<file path="src/rtl/watchdog_stall_timer.sv">
// Stall watchdog: counts consecutive cycles with no PC change and no kick, warns, then pulses a core reset.
// Optional macro WDT_LOCK_EN: the first arming sets a lock bit that only rst clears, so the watchdog cannot be disabled.
module watchdog_stall_timer #(
    parameter int PC_W        = 32,
    parameter int CNT_W       = 16,
    parameter int TIMEOUT_DEF = 16,
    parameter int WARN_MARGIN = 4,
    parameter int RST_PULSE   = 2,
    parameter int HOLDOFF_CYC = 3
) (
    input  logic             clk,
    input  logic             rst,
    input  logic             wdt_en,
    input  logic [CNT_W-1:0] timeout_val,
    input  logic [PC_W-1:0]  present_pc,
    input  logic [PC_W-1:0]  previous_pc,
    input  logic             kick,
    output logic             warn_irq,
    output logic             watchdog_rst,
    output logic [2:0]       wdt_state,
    output logic [7:0]       fire_count
);

    typedef enum logic [2:0] {
        IDLE    = 3'd0,
        ARMED   = 3'd1,
        WARN    = 3'd2,
        FIRE    = 3'd3,
        HOLDOFF = 3'd4
    } state_e;

    localparam logic [CNT_W-1:0] ONE        = CNT_W'(1);
    localparam logic [CNT_W-1:0] T_DEF      = CNT_W'(TIMEOUT_DEF);
    localparam logic [CNT_W-1:0] WM         = CNT_W'(WARN_MARGIN);
    localparam logic [CNT_W-1:0] PULSE_LAST = CNT_W'(RST_PULSE - 1);
    localparam logic [CNT_W-1:0] HOLD_LAST  = CNT_W'((HOLDOFF_CYC > 0) ? HOLDOFF_CYC - 1 : 0);
    localparam state_e           PULSE_NEXT = (HOLDOFF_CYC == 0) ? ARMED : HOLDOFF;

    state_e           state_q, state_d;
    logic [CNT_W-1:0] count_q, count_d;
    logic [CNT_W-1:0] t_q, t_d;
    logic             warn_q, warn_d;
    logic             wrst_q, wrst_d;
    logic [7:0]       fire_q, fire_d;
    logic             activity;
    logic             en_eff;

`ifdef WDT_LOCK_EN
    logic lock_q, lock_d;
    assign en_eff = wdt_en | lock_q;
`else
    assign en_eff = wdt_en;
`endif

    assign activity = (present_pc != previous_pc) | kick;

    always_comb begin
        state_d = state_q;
        count_d = count_q;
        t_d     = t_q;
        warn_d  = warn_q;
        wrst_d  = wrst_q;
        fire_d  = fire_q;
`ifdef WDT_LOCK_EN
        lock_d  = lock_q;
`endif
        case (state_q)
            IDLE: begin
                count_d = '0;
                warn_d  = 1'b0;
                wrst_d  = 1'b0;
                if (wdt_en) begin
                    state_d = ARMED;
                    t_d     = (timeout_val == '0) ? T_DEF : timeout_val;
`ifdef WDT_LOCK_EN
                    lock_d  = 1'b1;
`endif
                end
            end
            ARMED, WARN: begin
                if (!en_eff) begin
                    state_d = IDLE;
                    count_d = '0;
                    warn_d  = 1'b0;
                end else if (activity) begin
                    // Progress always wins, even on the cycle that would have timed out.
                    state_d = ARMED;
                    count_d = '0;
                    warn_d  = 1'b0;
                end else if (count_q == t_q - ONE) begin
                    state_d = FIRE;
                    count_d = '0;
                    warn_d  = 1'b0;
                    wrst_d  = 1'b1;
                    if (fire_q != 8'hFF) fire_d = fire_q + 8'd1;
                end else begin
                    count_d = count_q + ONE;
                    if (WARN_MARGIN > 0 && WM < t_q && (count_q + ONE) == (t_q - WM)) begin
                        state_d = WARN;
                        warn_d  = 1'b1;
                    end
                end
            end
            FIRE: begin
                // The pulse always runs to full length; disable is honoured only afterwards.
                if (count_q == PULSE_LAST) begin
                    wrst_d  = 1'b0;
                    count_d = '0;
                    state_d = en_eff ? PULSE_NEXT : IDLE;
                end else begin
                    count_d = count_q + ONE;
                end
            end
            HOLDOFF: begin
                if (!en_eff) begin
                    state_d = IDLE;
                    count_d = '0;
                    warn_d  = 1'b0;
                end else if (count_q == HOLD_LAST) begin
                    state_d = ARMED;
                    count_d = '0;
                end else begin
                    count_d = count_q + ONE;
                end
            end
            default: begin
                state_d = IDLE;
                count_d = '0;
                warn_d  = 1'b0;
                wrst_d  = 1'b0;
            end
        endcase
    end

    always_ff @(posedge clk) begin
        if (rst) begin
            state_q <= IDLE;
            count_q <= '0;
            t_q     <= T_DEF;
            warn_q  <= 1'b0;
            wrst_q  <= 1'b0;
            fire_q  <= 8'd0;
`ifdef WDT_LOCK_EN
            lock_q  <= 1'b0;
`endif
        end else begin
            state_q <= state_d;
            count_q <= count_d;
            t_q     <= t_d;
            warn_q  <= warn_d;
            wrst_q  <= wrst_d;
            fire_q  <= fire_d;
`ifdef WDT_LOCK_EN
            lock_q  <= lock_d;
`endif
        end
    end

    assign warn_irq     = warn_q;
    assign watchdog_rst = wrst_q;
    assign wdt_state    = state_q;
    assign fire_count   = fire_q;

endmodule

</file>
<file path="config.mk">
export PLATFORM = sky130hd
export DESIGN_NAME = watchdog_stall_timer
export DESIGN_NICKNAME = d
export VERILOG_FILES = /design/src/rtl/watchdog_stall_timer.sv
export SDC_FILE = /design/constraint.sdc
export NUM_CORES = 1
export LEC_CHECK = 0
export CORE_ASPECT_RATIO = 1.25
export CORE_MARGIN = 8
export CORE_UTILIZATION = 50
export CTS_CLUSTER_SIZE = 8
export DETAILED_ROUTE_END_ITERATION = 10
export PLACE_DENSITY = 0.82
export REMOVE_ABC_BUFFERS = 1
export SLEW_MARGIN = 30
export SYNTH_ARGS = -nofsm -noshare
export SYNTH_HDL_FRONTEND = slang
export SYNTH_SLANG_ARGS = --single-unit
</file>
<file path="constraint.sdc">
create_clock -name clk -period 8.9 [get_ports clk]
set_clock_uncertainty 0.1 [all_clocks]
set_input_delay 2.67 -clock clk [delete_from_list [all_inputs] [get_ports clk]]
set_output_delay 2.67 -clock clk [all_outputs]
set_load 0.05 [all_outputs]
</file>
* After elaboration in Yosys (flattened, before gate mapping)
Cells that the tools add are included.
** Cells by class
- Divide/modulo/power cells :: 0
- Equal/unequal tests :: 18
- Bitwise logic cells :: 4
- $mul :: 0
- Order comparisons :: 1
- Reduce and logical (&&, ||, !) cells :: 9
- Add/sub/neg operators :: 4
- Mux-type cells :: 29
- Shifts and indexed selects :: 0
** Operators with widths (number)
- two-way mux 16 bit :: 7
- one-hot mux 16 bit (3 select lines) :: 1
- equality test 16 bit :: 2
- inequality test 32 bit :: 1
- two-way mux 3 bit :: 9
- adder 16 x 1 -> 16 bit, second input constant :: 1
- equality test 16 x 1 -> 1 bit, second input constant :: 1
- equality test 16 x 2 -> 1 bit, second input constant :: 1
- zero test 16 bit :: 1
- < comparator 3 x 16 -> 1 bit, first input constant :: 1
- subtractor 16 x 1 -> 16 bit, second input constant :: 1
- subtractor 16 x 3 -> 16 bit, second input constant :: 1
- inequality test 2 bit, second input constant :: 6
- one-hot mux 3 bit (4 select lines) :: 1
- AND reduction 5 bit :: 2
- two-way mux 1 bit :: 9
- adder 8 x 1 -> 8 bit, second input constant :: 1
- inequality test 8 bit, second input constant :: 1
- equality test 3 x 2 -> 1 bit, second input constant :: 2
- one-hot mux 1 bit (3 select lines) :: 2
- inequality test 5 bit, second input constant :: 1
- AND reduction 4 bit :: 1
- equality test 3 x 1 -> 1 bit, second input constant :: 1
- equality test 3 bit, second input constant :: 1
- other kinds (8) :: 10
** Storage, ports and cells
- Output and inout port bits :: 13
- Input port bits :: 84
- Memories kept :: 0
- Bits in writable memories :: 0
- ROM bits :: 0
- Register bits :: 45
- Bits in latches :: 0

* Depth between registers and ports, before layout
Gate-level depths: netlist of run 1.
- Depth in word-level cells :: 8
- Gate-level depth with buffers :: 12
- Gate-level depth less buffers :: 10

* Least setup slack after synthesis of run 1
OpenSTA, ideal clock, no wires.
- Path type :: input to register
- Start point :: input port previous_pc[23]
- End point :: register fire_q[3], in the netlist fire_count[3]
- Stages :: 9
- Setup slack :: 4.024 ns
- Setup time :: 0.070 ns
- Buffers on the path :: 1
- Data arrival time :: 4.705 ns
- Cells stage by stage :: xor2_1 -> nor4_1 -> nand4_1 -> nor4_1 -> nand3_1 -> or3_4 -> buf_6 -> or3_1 -> a21oi_1
** Between the ends
- Cells in the longest elaborated chain, start to end :: 4
** Ends and longest elaborated chain
- start, declared :: RTL line 16 : input logic [PC_W-1:0] previous_pc,
- inequality test 32 bit :: RTL line 55 : assign activity = (present_pc != previous_pc) | kick;
- OR 1 bit :: RTL line 55
- inverter 1 bit (no source line)
- AND reduction 5 bit (no source line)
- end signal, assigned :: RTL line 152 : fire_q <= fire_d;
- end, declared :: RTL line 44 : logic [7:0] fire_q, fire_d;
No other way between the ends.
A chain may end at the register's enable or synchronous reset.

* Worst setup path after layout of run 1
- Start point :: input port previous_pc[5]
- End point :: register fire_q[5], in the netlist fire_count[5]
The elaborated chain is that of the path after synthesis.

==> results of run 1 <==
-- logic make-up (layout without fill, tap and decap cells) --
logic type / after synthesis / count (layout) / synth area share
simple gates: 194 / 194 / 0.303
fa+ha+maj: 7 / 7 / 0.0254
mux: 3 / 3 / 0.00907
xor+xnor: 91 / 91 / 0.239
compound gates: 66 / 66 / 0.120
buf+inv: 33 / 119 / 0.0428
flops: 45 / 45 / 0.261
-- synthesized netlist by cell type, types with 2 or more instances --
master	count	area share
sky130_fd_sc_hd__a211o_1	4	0.010
sky130_fd_sc_hd__a21boi_0	3	0.0065
sky130_fd_sc_hd__a21oi_1	31	0.045
sky130_fd_sc_hd__a31oi_1	2	0.0036
sky130_fd_sc_hd__and2_1	3	0.0054
sky130_fd_sc_hd__and3_1	2	0.0036
sky130_fd_sc_hd__and4_1	3	0.0076
sky130_fd_sc_hd__buf_6	3	0.0098
sky130_fd_sc_hd__clkbuf_1	16	0.017
sky130_fd_sc_hd__dfxtp_1	45	0.26
sky130_fd_sc_hd__ha_1	7	0.025
sky130_fd_sc_hd__inv_1	13	0.014
sky130_fd_sc_hd__mux2i_1	2	0.0058
sky130_fd_sc_hd__nand2_1	52	0.057
sky130_fd_sc_hd__nand2b_1	2	0.0036
sky130_fd_sc_hd__nand3_1	15	0.022
sky130_fd_sc_hd__nand4_1	12	0.022
sky130_fd_sc_hd__nor2_1	37	0.040
sky130_fd_sc_hd__nor3_1	11	0.016
sky130_fd_sc_hd__nor4_1	23	0.042
sky130_fd_sc_hd__nor4bb_1	2	0.0058
sky130_fd_sc_hd__o2111ai_1	2	0.0051
sky130_fd_sc_hd__o21ai_0	7	0.010
sky130_fd_sc_hd__o22ai_1	3	0.0054
sky130_fd_sc_hd__o31ai_1	6	0.013
sky130_fd_sc_hd__or3_1	7	0.013
sky130_fd_sc_hd__or4_1	9	0.020
sky130_fd_sc_hd__or4_2	2	0.0051
sky130_fd_sc_hd__or4_4	2	0.0065
sky130_fd_sc_hd__xnor2_1	39	0.099
sky130_fd_sc_hd__xnor3_1	2	0.013
sky130_fd_sc_hd__xor2_1	50	0.13
-- worst max-delay path, delay by kind of cell --
| kind | cells | cell delay [ns] |
|---|---|---|
| compound gates | 1 | 0.16 |
| simple gates | 6 | 2.10 |
| buf+inv | 1 | 0.41 |
| xor+xnor | 1 | 0.18 |
-- state kept, by name, summed over array words and instances (netlist names) --
register,flops
t_q,16
fire_count,8
warn_irq,1
watchdog_rst,1
count_q,16
wdt_state,3
-- path summary, 6_finish.rpt --
path	startpoint	to	slack [ns]	depth (start not counted)
setup / recovery	previous_pc[5]	fire_count[5]	3.53	9
hold / removal	t_q[15]	t_q[15]	0.41	2
hold reg to reg	t_q[15]	t_q[15]	0.41	2
setup reg to reg	t_q[8]	fire_count[5]	5.10	8
-- layer usage --
metal / wire length (um) / share of wire / global-route usage
met1: 4180 / 0.41 / 0.228
met2: 5310 / 0.52 / 0.375
met3: 513 / 0.050 / 0.0420
met4: 256 / 0.025 / 0.0679
met5: 0 / 0 / 0
-- where the power goes --
| group | switching, mW | leakage (nW) | total, mW | internal (mW) |
|---|---|---|---|---|
| Clock | 0.0717 | 0.0554 | 0.156 | 0.0843 |
| Combinational | 0.0987 | 1.13 | 0.202 | 0.103 |
| Sequential | 0.0223 | 0.365 | 0.233 | 0.211 |
| Total | 0.193 | 1.55 | 0.590 | 0.398 |
-- area by class of cell --
class	instances	area (um^2)	share of cell area
clock buffer	6	72.6	0.0159
timing repair buffer	98	976	0.214
multi-input combinational	361	2400	0.528
tap	90	113	0.0247
inverter	13	48.8	0.0107
clock inverter	2	38.8	0.00852
sequential	45	901	0.198
-- layout by cell type, fill, tap and decap left out, types with 6 or more instances in the layout --
master                             n
sky130_fd_sc_hd__or4_1             9
sky130_fd_sc_hd__nor2_1           37
sky130_fd_sc_hd__inv_1            13
sky130_fd_sc_hd__xnor2_1          39
sky130_fd_sc_hd__nor4_1           23
sky130_fd_sc_hd__xor2_1           50
sky130_fd_sc_hd__clkdlybuf4s50_1  96
sky130_fd_sc_hd__dfxtp_1          45
sky130_fd_sc_hd__o21ai_0           7
sky130_fd_sc_hd__nor3_1           11
sky130_fd_sc_hd__o31ai_1           6
sky130_fd_sc_hd__a21oi_1          31
sky130_fd_sc_hd__or3_1             7
sky130_fd_sc_hd__nand3_1          15
sky130_fd_sc_hd__ha_1              7
sky130_fd_sc_hd__nand4_1          12
sky130_fd_sc_hd__nand2_1          52
==> impl_summary.log, run 1 <==
[metrics] number of global-route vias before repair: 3416
[metrics] total clock buffers created by CTS: 5
[metrics] total global-route track usage: 0.203
[metrics] average size of a mapped cell: 7.86 um^2
[metrics] I/O Buffers: 96
[metrics] vias per cell: 5.72
[metrics] main flop type after synthesis: sky130_fd_sc_hd__dfxtp_1
[metrics] worst-case headroom to the max-slew limit: 0.481
[metrics] overall die width: 90.3 um
[metrics] Critical Path End Type: flip-flop
[metrics] root buffer cell: sky130_fd_sc_hd__clkbuf_8
[metrics] H-tree depth reported by CTS: 2
[metrics] post-layout minimum cycle time: 5.37 ns
[metrics] number of standard cells after synthesis: 439
[metrics] sort of element at the start of the critical path: input port
[metrics] effective utilization at floorplan: 0.507
[metrics] total grt overflow: 0
[metrics] async set or reset register ratio after synthesis: 0
[metrics] placed inst area: 0.00444 mm^2
[metrics] HPWL after detailed placement: 8270 um
[metrics] hold slack: 0.412 ns
[metrics] wire length of the first global-routing pass: 16400 um
[metrics] Final period util: 0.604
[metrics] die footprint: 0.00983 mm^2
[metrics] unrepaired setup endpoints after global routing: no
[metrics] largest fanout on the critical path: 14
[metrics] outcome: finished, final reports clean
[metrics] total negative slack for setup checks: 0 ns
[metrics] DIE HEIGHT: 109 um
[metrics] routed length per instance: 16.7 um
[metrics] number of max-slew violations in the final report: 0
[metrics] IO Count: 97
[metrics] crit path kind: input port to flip-flop
[metrics] Ant. Diodes: 0
[metrics] top achievable clock speed: 186 MHz
[metrics] number of antenna violations at the first check in global routing: 0
[metrics] maximum vdd ir drop: 0.124 mV
[metrics] post-cts hold buffer count: 0
[metrics] Hold Path Class: flip-flop to flip-flop
[metrics] total leakage power: 1.55 nW
[metrics] critical path data required time: 9.04 ns
[metrics] post-route cell area: 0.00455 mm^2
[metrics] number of post-CTS setup repair buffers: 0
[metrics] transition time of the tightest slew-check pin: 0.772 ns
[metrics] post-CTS sizing: 0
[metrics] nets@finish: 615
[metrics] iteration-0 DRC count of the detailed router: 292
[metrics] data arrival at the endpoint of the critical path: 5.51 ns
[metrics] Total Wirelength: 10300 um
[metrics] EDFF count, synth: 0
[metrics] Std-Cell Rows: 34
[metrics] DRC errors left: 0
[metrics] area added between synthesis and finish: 31.9%
[metrics] post-synthesis register bit count: 45
[metrics] Post-Place Setup Slack: 3.21 ns
[metrics] number of detailed-routing iterations run before antenna repair: 5
[metrics] min setup slack post-route: 3.53 ns
[metrics] final non-filler cell total: 615
[metrics] max capacitance violation total: 0
[metrics] Final Setup Violations: 0
[metrics] slowest cell on the critical path: sky130_fd_sc_hd__or3_4
[metrics] mapped cell area: 0.00345 mm^2
[metrics] final hold vios: 0
[metrics] maximum number of pins on one net before global-route repair: 32
[metrics] routability congestion estimate from global placement: 0.938
[metrics] synth unique cells: 54
[metrics] filler cell count: 578
[metrics] Max stage delay on crit path: 0.50 ns
[metrics] share of cells above drive strength 1: 0.0400
[metrics] core box area: 0.00681 mm^2
[metrics] clk slew on worst S/H paths: 0.09 ns
[metrics] list of cells traversed by the critical path: clkdlybuf4s50_1, xor2_1, nor4_1, nand4_1, nor4_1, nand3_1, or3_4, or4_1, a21oi_1
[metrics] Seq/Total Area, Yosys: 0.261
[metrics] via count: 3516
[metrics] overall power after layout: 0.590 mW
[metrics] clock net sink count: 45
[metrics] CTS max path bufs: 2
[metrics] number of placed instances with taps included: 607
[metrics] Layout Utilization: 0.669
[metrics] clock tree from TritonCTS: yes
[metrics] total power density per cell area: 130 mW/mm^2
[metrics] worst-skew pair later-pin latency: 0.31 ns
[metrics] yosys warns: 0
[metrics] most repeated library cell on the critical path: sky130_fd_sc_hd__nor4_1
[metrics] antenna-violating nets left: 0
No activity file was read; power rests on OpenSTA's default activity.
==> inputs of run 2 (changes only) <==
Settings changed: CORE_UTILIZATION 50 to 49, PLACE_DENSITY 0.82 to 0.81.
Clock period 8.9 ns to 5.2 ns, I/O delays scaled along.
==> impl_summary.log, run 2 (synthesis results as in run 1) <==
[metrics] outcome: finished, final reports clean
[metrics] H-tree depth reported by CTS: 2
[metrics] critical path data required time: 5.33 ns
[metrics] CTS max path bufs: 2
[metrics] worst-skew pair later-pin latency: 0.30 ns
[metrics] min setup slack post-route: 0.928 ns
[metrics] crit path kind: input port to flip-flop
[metrics] number of detailed-routing iterations run before antenna repair: 4
[metrics] iteration-0 DRC count of the detailed router: 227
[metrics] total clock buffers created by CTS: 5
[metrics] sort of element at the start of the critical path: input port
[metrics] post-cts hold buffer count: 0
[metrics] total leakage power: 1.54 nW
[metrics] largest fanout on the critical path: 14
[metrics] final non-filler cell total: 615
[metrics] total power density per cell area: 211 mW/mm^2
[metrics] Post-Place Setup Slack: 0.599 ns
[metrics] post-layout minimum cycle time: 4.27 ns
[metrics] filler cell count: 623
[metrics] overall die width: 91.0 um
[metrics] Critical Path End Type: flip-flop
[metrics] routed length per instance: 16.2 um
[metrics] number of post-CTS setup repair buffers: 0
[metrics] antenna-violating nets left: 0
[metrics] root buffer cell: sky130_fd_sc_hd__clkbuf_8
[metrics] Ant. Diodes: 0
[metrics] DIE HEIGHT: 110 um
[metrics] Final period util: 0.821
[metrics] clock net sink count: 45
[metrics] wire length of the first global-routing pass: 16600 um
[metrics] data arrival at the endpoint of the critical path: 4.40 ns
[metrics] DRC errors left: 0
[metrics] Std-Cell Rows: 34
[metrics] maximum number of pins on one net before global-route repair: 20
[metrics] vias per cell: 5.69
[metrics] area added between synthesis and finish: 31.3%
[metrics] number of global-route vias before repair: 3420
[metrics] via count: 3499
[metrics] top achievable clock speed: 234 MHz
[metrics] most common cell after layout, fill and taps aside: sky130_fd_sc_hd__clkdlybuf4s50_1
[metrics] effective utilization at floorplan: 0.501
[metrics] HPWL after detailed placement: 8150 um
[metrics] number of placed instances with taps included: 607
[metrics] Hold Path Class: flip-flop to flip-flop
[metrics] share of cells above drive strength 1: 0.0419
[metrics] total grt overflow: 0
[metrics] IO Count: 97
[metrics] die footprint: 0.0100 mm^2
[metrics] core box area: 0.00689 mm^2
[metrics] clock tree from TritonCTS: yes
[metrics] nets@finish: 615
[metrics] Final Setup Violations: 0
[metrics] transition time of the tightest slew-check pin: 0.647 ns
[metrics] number of max-slew violations in the final report: 0
[metrics] total negative slack for setup checks: 0 ns
[metrics] final hold vios: 0
[metrics] Total Wirelength: 9940 um
[metrics] top library cells by usage in the layout, fill and taps aside: 96 x sky130_fd_sc_hd__clkdlybuf4s50_1, 52 x sky130_fd_sc_hd__nand2_1, 50 x sky130_fd_sc_hd__xor2_1
[metrics] max capacitance violation total: 0
[metrics] clk slew on worst S/H paths: 0.09 ns
[metrics] worst-case headroom to the max-slew limit: 0.565
[metrics] routability congestion estimate from global placement: 0.971
[metrics] post-CTS sizing: 0
[metrics] maximum vdd ir drop: 0.154 mV
[metrics] I/O Buffers: 96
[metrics] total global-route track usage: 0.200
[metrics] unrepaired setup endpoints after global routing: no
[metrics] number of antenna violations at the first check in global routing: 0
-- run 2: cell count changes in the layout (fill, tap and decap cells not counted), sizes merged --
cell,before,now
clkbuf,6,5
clkinv,1,3
bufinv,1,0
-- run 2: area by class of cell --
type,instances,area [um^2],area share
Multi-Input combinational cell,361,2400,0.530
Timing Repair Buffer,98,976,0.215
Sequential cell,45,901,0.199
Tap cell,90,113,0.0249
Clock buffer,5,68.8,0.0152
Inverter,13,48.8,0.0108
Clock inverter,3,22.5,0.00497
-- run 2: where the power goes --
group | switching, mW | total, mW | internal [mW]
registers | 0.0378 | 0.398 | 0.360
clock network | 0.124 | 0.219 | 0.0954
logic | 0.164 | 0.340 | 0.176
-- run 2: worst paths after layout --
| check | to | slack, ns | from | depth (start not counted) |
|---|---|---|---|---|
| worst max-delay path | fire_count[5] | 0.93 | previous_pc[23] | 9 |
| worst min-delay path | t_q[15] | 0.41 | t_q[15] | 2 |
| worst max register to register | fire_count[5] | 1.39 | t_q[8] | 8 |
| worst min register to register | t_q[15] | 0.41 | t_q[15] | 2 |
-- run 2: per-stage QoR --
| stage | total power [mW] | util | area, um^2 | hold slack (ns) |
|---|---|---|---|---|
| 2_1_floorplan | 0.610 | - | 3350 | 0.350 |
| 3_3_place_gp | 0.734 | 0.644 | 4440 | 0.389 |
| 3_5_place_dp | 0.743 | 0.644 | 4440 | 0.400 |
| 4_1_cts | 0.959 | 0.657 | 4530 | 0.414 |
| 5_1_grt | 1.01 | 0.657 | 4530 | 0.432 |
| 6_report | 0.957 | 0.657 | 4530 | 0.410 |
-- run 2: worst max-delay path, stage by stage --
cell and delay (ns):
sky130_fd_sc_hd__clkdlybuf4s50_1 0.41, sky130_fd_sc_hd__xor2_1 0.16, sky130_fd_sc_hd__nor4_1 0.31, sky130_fd_sc_hd__nand4_1 0.15
sky130_fd_sc_hd__nor4_1 0.46, sky130_fd_sc_hd__nand3_1 0.20, sky130_fd_sc_hd__or3_4 0.50, sky130_fd_sc_hd__or4_1 0.48
sky130_fd_sc_hd__a21oi_1 0.15
-- run 2: layer usage --
| layer | up-vias | part of all wire | global-route usage |
|---|---|---|---|
| li1 | 1733 | - | - |
| met1 | 1636 | 0.40 | 0.236 |
| met2 | 113 | 0.53 | 0.368 |
| met3 | 17 | 0.054 | 0.0362 |
| met4 | 0 | 0.014 | 0.0445 |
| met5 | - | 0 | 0 |
